## src/rtl/range_cnt_pkg.sv

```systemverilog
// ----------------------------------------------------------------------------
// range_cnt_pkg
// Shared constants and the parameter-legality check for range_step_counter
// and its event_qual sub-block.
//   MODE_SAT / MODE_WRAP   : values for WRAP_MODE
//   MODE_LEVEL / MODE_EDGE : values for EDGE_MODE
//   range_cnt_params_ok()  : 1 when a parameter set is legal
// ----------------------------------------------------------------------------
package range_cnt_pkg;

  localparam int unsigned MODE_SAT   = 0;
  localparam int unsigned MODE_WRAP  = 1;
  localparam int unsigned MODE_LEVEL = 0;
  localparam int unsigned MODE_EDGE  = 1;

  function automatic bit range_cnt_params_ok(
    input int unsigned width,
    input int unsigned min_val,
    input int unsigned max_val,
    input int unsigned step,
    input int unsigned evt_w,
    input int unsigned wrap_mode,
    input int unsigned edge_mode,
    input int unsigned lap_w
  );
    bit ok;
    ok = 1'b1;
    if (width < 1 || width > 31)                                   ok = 1'b0;
    if (min_val > max_val)                                         ok = 1'b0;
    if (longint'(max_val) >= (longint'(1) << width))               ok = 1'b0;
    if (step < 1)                                                  ok = 1'b0;
    if (longint'(step) > longint'(max_val) - longint'(min_val) + 1) ok = 1'b0;
    if (evt_w < 1)                                                 ok = 1'b0;
    if (wrap_mode > MODE_WRAP)                                     ok = 1'b0;
    if (edge_mode > MODE_EDGE)                                     ok = 1'b0;
    if (lap_w < 1)                                                 ok = 1'b0;
    return ok;
  endfunction

endpackage

```

## src/rtl/range_step_counter_event_qual.sv

```systemverilog
// ----------------------------------------------------------------------------
// event_qual
// Qualifies a game event and produces the advance strobe for the counter.
//   clk_1H  in         game tick clock
//   endf    in         end-of-frame gate
//   seg_out in  EVT_W  event value, nonzero = event present
//   adv     out        advance strobe (level or rising-edge of the qualifier)
// ----------------------------------------------------------------------------
module event_qual
  import range_cnt_pkg::*;
#(
  parameter int unsigned EVT_W     = 10,
  parameter int unsigned EDGE_MODE = MODE_LEVEL
) (
  input  logic             clk_1H,
  input  logic             endf,
  input  logic [EVT_W-1:0] seg_out,
  output logic             adv
);

  logic q;
  logic q_q;

  assign q = endf && (seg_out != '0);

  // q_q tracks q even while the counter is held in reset, so a qualifier that
  // is already high at reset release is not mistaken for a fresh rising edge.
  always_ff @(posedge clk_1H) begin
    q_q <= q;
  end

  assign adv = (EDGE_MODE == MODE_EDGE) ? (q && !q_q) : q;

endmodule

```

## src/rtl/range_step_counter.sv

```systemverilog
// ----------------------------------------------------------------------------
// range_step_counter
// Bounded MIN_VAL..MAX_VAL counter stepping by STEP, up or down, on qualified
// game events; wraps or saturates at the bounds, pulses on a bound hit and
// counts wraps (laps) for the HUD / seven-segment path.
//   clk_1H    in          game tick clock
//   reset     in          synchronous active-high reset
//   endf      in          end-of-frame gate
//   seg_out   in  EVT_W   event value (nonzero = event)
//   dir       in          0 = up, 1 = down (sampled on advance cycles only)
//   clear     in          synchronous return to MIN_VAL, laps cleared
//   load      in          (RANGE_STEP_COUNTER_LOAD_EN only) load load_val
//   load_val  in  WIDTH   (RANGE_STEP_COUNTER_LOAD_EN only) value to load
//   seg_out7  out WIDTH   registered count
//   tc_pulse  out         one-cycle pulse after a wrap or clamp
//   laps      out LAP_W   saturating wrap counter
// Optional feature macro: RANGE_STEP_COUNTER_LOAD_EN
// ----------------------------------------------------------------------------
module range_step_counter
  import range_cnt_pkg::*;
#(
  parameter int unsigned WIDTH     = 5,
  parameter int unsigned MIN_VAL   = 10,
  parameter int unsigned MAX_VAL   = 18,
  parameter int unsigned STEP      = 1,
  parameter int unsigned EVT_W     = 10,
  parameter int unsigned WRAP_MODE = MODE_WRAP,
  parameter int unsigned EDGE_MODE = MODE_LEVEL,
  parameter int unsigned LAP_W     = 4
) (
  input  logic             clk_1H,
  input  logic             reset,
  input  logic             endf,
  input  logic [EVT_W-1:0] seg_out,
  input  logic             dir,
  input  logic             clear,
`ifdef RANGE_STEP_COUNTER_LOAD_EN
  input  logic             load,
  input  logic [WIDTH-1:0] load_val,
`endif
  output logic [WIDTH-1:0] seg_out7,
  output logic             tc_pulse,
  output logic [LAP_W-1:0] laps
);

  localparam bit PARAMS_OK = range_cnt_params_ok(WIDTH, MIN_VAL, MAX_VAL, STEP,
                                                 EVT_W, WRAP_MODE, EDGE_MODE, LAP_W);

  if (!PARAMS_OK) begin : g_bad_params
    $error("range_step_counter: illegal parameter set");
  end

  localparam logic [WIDTH-1:0] MIN_W  = WIDTH'(MIN_VAL);
  localparam logic [WIDTH-1:0] MAX_W  = WIDTH'(MAX_VAL);
  localparam logic [WIDTH-1:0] STEP_W = WIDTH'(STEP);
  localparam logic [WIDTH:0]   MIN_X  = (WIDTH+1)'(MIN_VAL);
  localparam logic [WIDTH:0]   MAX_X  = (WIDTH+1)'(MAX_VAL);
  localparam logic [WIDTH:0]   STEP_X = (WIDTH+1)'(STEP);

  typedef struct packed {
    logic             hit;
    logic [WIDTH-1:0] cnt;
  } step_t;

  // One advance from cnt. Comparisons are done one bit wider than the count so
  // cnt+STEP and MIN_VAL+STEP cannot overflow. hit flags a wrap or a clamp.
  // An out-of-range count (only reachable through a load) snaps to MIN_VAL
  // without counting as a bound hit.
  function automatic step_t step_sat_wrap(input logic [WIDTH-1:0] cnt, input logic down);
    step_t          r;
    logic [WIDTH:0] c;
    logic [WIDTH:0] sum;
    c     = {1'b0, cnt};
    sum   = c + STEP_X;
    r.hit = 1'b0;
    r.cnt = MIN_W;
    if (c < MIN_X || c > MAX_X) begin
      r.cnt = MIN_W;
    end else if (!down) begin
      if (sum <= MAX_X) begin
        r.cnt = sum[WIDTH-1:0];
      end else begin
        r.hit = 1'b1;
        r.cnt = (WRAP_MODE == MODE_WRAP) ? MIN_W : MAX_W;
      end
    end else begin
      if (c >= MIN_X + STEP_X) begin
        r.cnt = cnt - STEP_W;
      end else begin
        r.hit = 1'b1;
        r.cnt = (WRAP_MODE == MODE_WRAP) ? MAX_W : MIN_W;
      end
    end
    return r;
  endfunction

  logic             adv;
  step_t            nxt;
  logic [WIDTH-1:0] cnt_q, cnt_d;
  logic             tc_q, tc_d;
  logic [LAP_W-1:0] laps_q, laps_d;

  event_qual #(
    .EVT_W     (EVT_W),
    .EDGE_MODE (EDGE_MODE)
  ) u_event_qual (
    .clk_1H  (clk_1H),
    .endf    (endf),
    .seg_out (seg_out),
    .adv     (adv)
  );

  always_comb begin
    nxt    = step_sat_wrap(cnt_q, dir);
    cnt_d  = cnt_q;
    tc_d   = 1'b0;
    laps_d = laps_q;
    if (clear) begin
      cnt_d  = MIN_W;
      laps_d = '0;
    end
`ifdef RANGE_STEP_COUNTER_LOAD_EN
    else if (load) begin
      cnt_d = load_val;
    end
`endif
    else if (adv) begin
      cnt_d = nxt.cnt;
      tc_d  = nxt.hit;
      if (nxt.hit && (WRAP_MODE == MODE_WRAP) && (laps_q != {LAP_W{1'b1}})) begin
        laps_d = laps_q + 1'b1;
      end
    end
  end

  always_ff @(posedge clk_1H) begin
    if (reset) begin
      cnt_q  <= MIN_W;
      tc_q   <= 1'b0;
      laps_q <= '0;
    end else begin
      cnt_q  <= cnt_d;
      tc_q   <= tc_d;
      laps_q <= laps_d;
    end
  end

  assign seg_out7 = cnt_q;
  assign tc_pulse = tc_q;
  assign laps     = laps_q;

endmodule

```

## config.mk

```make
export PLATFORM = sky130hd
export DESIGN_NAME = range_step_counter
export DESIGN_NICKNAME = d
export VERILOG_FILES = /design/src/rtl/range_cnt_pkg.sv /design/src/rtl/range_step_counter_event_qual.sv /design/src/rtl/range_step_counter.sv
export SDC_FILE = /design/constraint.sdc
export NUM_CORES = 1
export LEC_CHECK = 0
export ABC_AREA = 1
export CAP_MARGIN = 0
export CELL_PAD_IN_SITES_DETAIL_PLACEMENT = 1
export CELL_PAD_IN_SITES_GLOBAL_PLACEMENT = 1
export CORE_ASPECT_RATIO = 0.9
export CORE_MARGIN = 2
export CORE_UTILIZATION = 33
export DETAILED_ROUTE_END_ITERATION = 10
export PLACE_DENSITY = 0.92
export SYNTH_ARGS = -nofsm -noshare
export SYNTH_HDL_FRONTEND = slang
export SYNTH_SLANG_ARGS = --single-unit
```

## constraint.sdc

```tcl
create_clock -name clk_1H -period 2.4 [get_ports clk_1H]
set_input_delay 0.48 -clock clk_1H [delete_from_list [all_inputs] [get_ports clk_1H]]
set_output_delay 0.48 -clock clk_1H [all_outputs]
set_load 0.05 [all_outputs]
```

==> impl_metrics.tcl <==
set metrics [dict create \
    drt_iter0_markers 13 \
    postCtsSetupRepairBufs 0 \
    fp.dieArea_mm2 0.002874 \
    finalSetupViolations 0 \
    outcome "finished clean" \
    cp-startpoint "seg_out7[2]" \
    synth_most_common_cell "nand2_1" \
    path_buf_inv 1 \
    antenna_found_initial 0 \
    synth-xor-area-share_pct 3.236 \
    drive_gt1_share_pct 12.16 \
    pwr-share-clk_pct 26.3 \
    switchingPower_uw 136.1 \
    crit_path_start_kind "register" \
    grt_pass1_vias 907 \
    yosys.area_share.simple_pct 46.53 \
    root_buffer "clkbuf_4" \
    tightest_slew_ns 0.5072 \
    clock_skew_ns 0.002598 \
    hold_viol_final 0 \
    via_per_inst 5.102 \
    synth_commonest_cells "nand2_1 (30), nand3_1 (14), nor2_1 (13)" \
    clockBufferDepth 2 \
    core-area_mm2 0.002404 \
    cp_cell_sequence "clkdlybuf4s50_1" \
    stdcell_count 176 \
    r2r.worst_path.cells 12 \
    drc 0 \
    cts_buffers 3 \
    avgSynthCellArea_um2 6.656 \
    gp_congestion 0.8991 \
    io_pins 25 \
    grtUsageTotal_pct 16.95 \
    postCtsHoldBufs 0 \
    fin_hold_ws_ns 0.5086 \
    rsz0062_at_grt "false" \
    worstPathArrival_ns 1.69 \
    postSynth.topFlopCell "dfxtp_1" \
    overflow 0 \
    wl_mm 2.237 \
    cts.sinks 10 \
    synth_nets 141 \
    synth_top_family_by_area "simple AND/OR/NAND/NOR gates" \
    ys_seq_elements 10 \
    vias 898 \
    synth_compound_area_share_pct 10.94 \
    place_hpwl_mm 1.839 \
    max-vdd-ir-drop_mv 0.2541 \
    cp_max_fo 9 \
    synth_edf_count 0 \
    yosys_warnings 0 \
    die_y_um 51.06 \
    antenna_cells 0 \
    fmax_ghz 0.4608 \
    cp.required_ns 1.92 \
    yosys.area_share.adder_pct 6.163 \
    cp.depth 1 \
    ant_nets 0 \
    slew_headroom_pct 66.08 \
    min_path_type "register to register" \
    syn_inst 122 \
    synthArstFlopShare_pct 0 \
    comb_power_share_pct 31.2 \
    dp_cells 173 \
    clock_latency_ns 0.26 \
    grt_max_degree 10 \
    sw_frac_of_total_pct 32.50 \
    cts_tree "done" \
    rrSetupSlack_ns 0.53 \
    regToRegEndpoint "laps[2]" \
    maxCapViolations 0 \
    endpoint "seg_out7[2]" \
    fp-row-count 17 \
    slowest_delay_ns 0.88 \
    period_minus_slack_ns 2.170 \
    fin_ws_ns 0.2297 \
    p_leak_uw 0.0004891 \
    critPathCaptureType "output port" \
    crit_family "buffers and inverters" \
    pre_cts_ws_ns 0.5040 \
    grt_pass1_wl_mm 3.912 \
    cts_resized 0 \
    path_clk_slew_ns 0.06 \
    critPathKind "register to output port" \
    fin_crit_sh_pct 90.43 \
    cts_max_level 1 \
    wl_per_cell_um 12.71 \
    synth_top_cell_by_area "dfxtp_1" \
    tns_ns 0 \
    synth_area_leaders "dfxtp_1 (25%), nand2_1 (14%), nand3_1 (8.6%)" \
    timing.rr.start "seg_out7[0]" \
    netlist-cell-type-count 25 \
    drv_slew 0 \
    fin_nets 169 \
    seq_power_share_pct 42.5 \
    dr.pass1.iters 4 \
    initial_core_util_pct 33.78 \
    die_w_um 56.29 \
    io_buffers 24 \
    synth_mux_area_share_pct 0 \
    seq_area_frac_synth_pct 24.65 \
    syn2layout_area_growth_pct 35.28 \
    synthesis.area_um2 812.0 \
    yosys.area.top_type_share_pct 24.65 \
    internal-power_uw 282.7 \
    p_per_area_mw_per_mm2 381.3 \
    cpMaxStageDelayCell "clkdlybuf4s50_1" \
]
sequential cells by signal (all words and copies together), names as in the netlist:
signal,flops
laps,4
seg_out7,5
tc_pulse,1
layout make-up:
cell class / count / area [µm²]
Inverter: 15 / 57.56
Timing Repair Buffer: 24 / 240.2
Fill cell: 322 / 1305
Sequential cell: 10 / 200.2
Clock buffer: 3 / 22.52
Tap cell: 28 / 35.03
Multi-Input combinational cell: 96 / 543.0
worst min path at each step:
stage	depth (start not counted)	startpoint	to	slack, ns
6_report	2	laps[3]	laps[3]	0.51
5_1_grt	2	laps[3]	laps[3]	0.52
4_1_cts	2	laps[3]	laps[3]	0.51
3_5_place_dp	2	laps[3]	laps[3]	0.50
3_3_place_gp	2	laps[3]	laps[3]	0.46
2_1_floorplan	2	reset	seg_out7[1]	0.63
cell usage in the layout (no fill, tap or decap), drive strengths merged:
cell type,n
ha,4
nand3b,1
nand3,15
o211ai,2
o21ai,6
clkinv,1
xor2,2
nand4,3
clkdlybuf4s50,24
inv,14
a21oi,8
clkbuf,3
nor2,16
xnor2,1
and3,1
nand2,37
dfxtp,10
routing by layer:
| metal | vias up | GRT usage (%) | wire, µm |
|---|---|---|---|
| met5 | - | 0 | 0 |
| li1 | 454 | - | - |
| met1 | 417 | 19.94 | 981 |
| met4 | 0 | 3.175 | 0 |
| met3 | 0 | 4.051 | 114 |
| met2 | 27 | 31.57 | 1140 |
kinds of logic (layout without fill, tap and decap cells):
group                      count (synthesis)  after routing
buffers and inverters                     16             42
adders and majority gates                  4              4
and+or+nand+nor                           73             73
DFF                                       10             10
xor gates and xnor gates                   3              3
AOI/OAI and AO/OA                         16             16
metrics by stage:
| step | cell area (µm²) | utilization [%] | power [µW] |
|---|---|---|---|
| floorplan | 812.0 | - | 262.4 |
| global placement | 1076 | 44.77 | 308.0 |
| detailed placement | 1076 | 44.77 | 312.0 |
| CTS | 1099 | 45.71 | 425.7 |
| global route | 1099 | 45.71 | 445.7 |
| finish | 1099 | 45.71 | 418.8 |
power by group through the flow:
stage	logic (µW)	clock network, µW	registers [µW]
2_1_floorplan	67.8	0	195
3_3_place_gp	126	0	182
3_5_place_dp	130	0	182
4_1_cts	131	116	178
5_1_grt	144	122	179
6_report	130	110	178
tightest hold or removal path, cell delays in order (launching register included):
cell and delay, ns:
dfxtp_1 0.33, nand2_1 0.08, a21oi_1 0.05
Power figures use the tool's default switching activity.
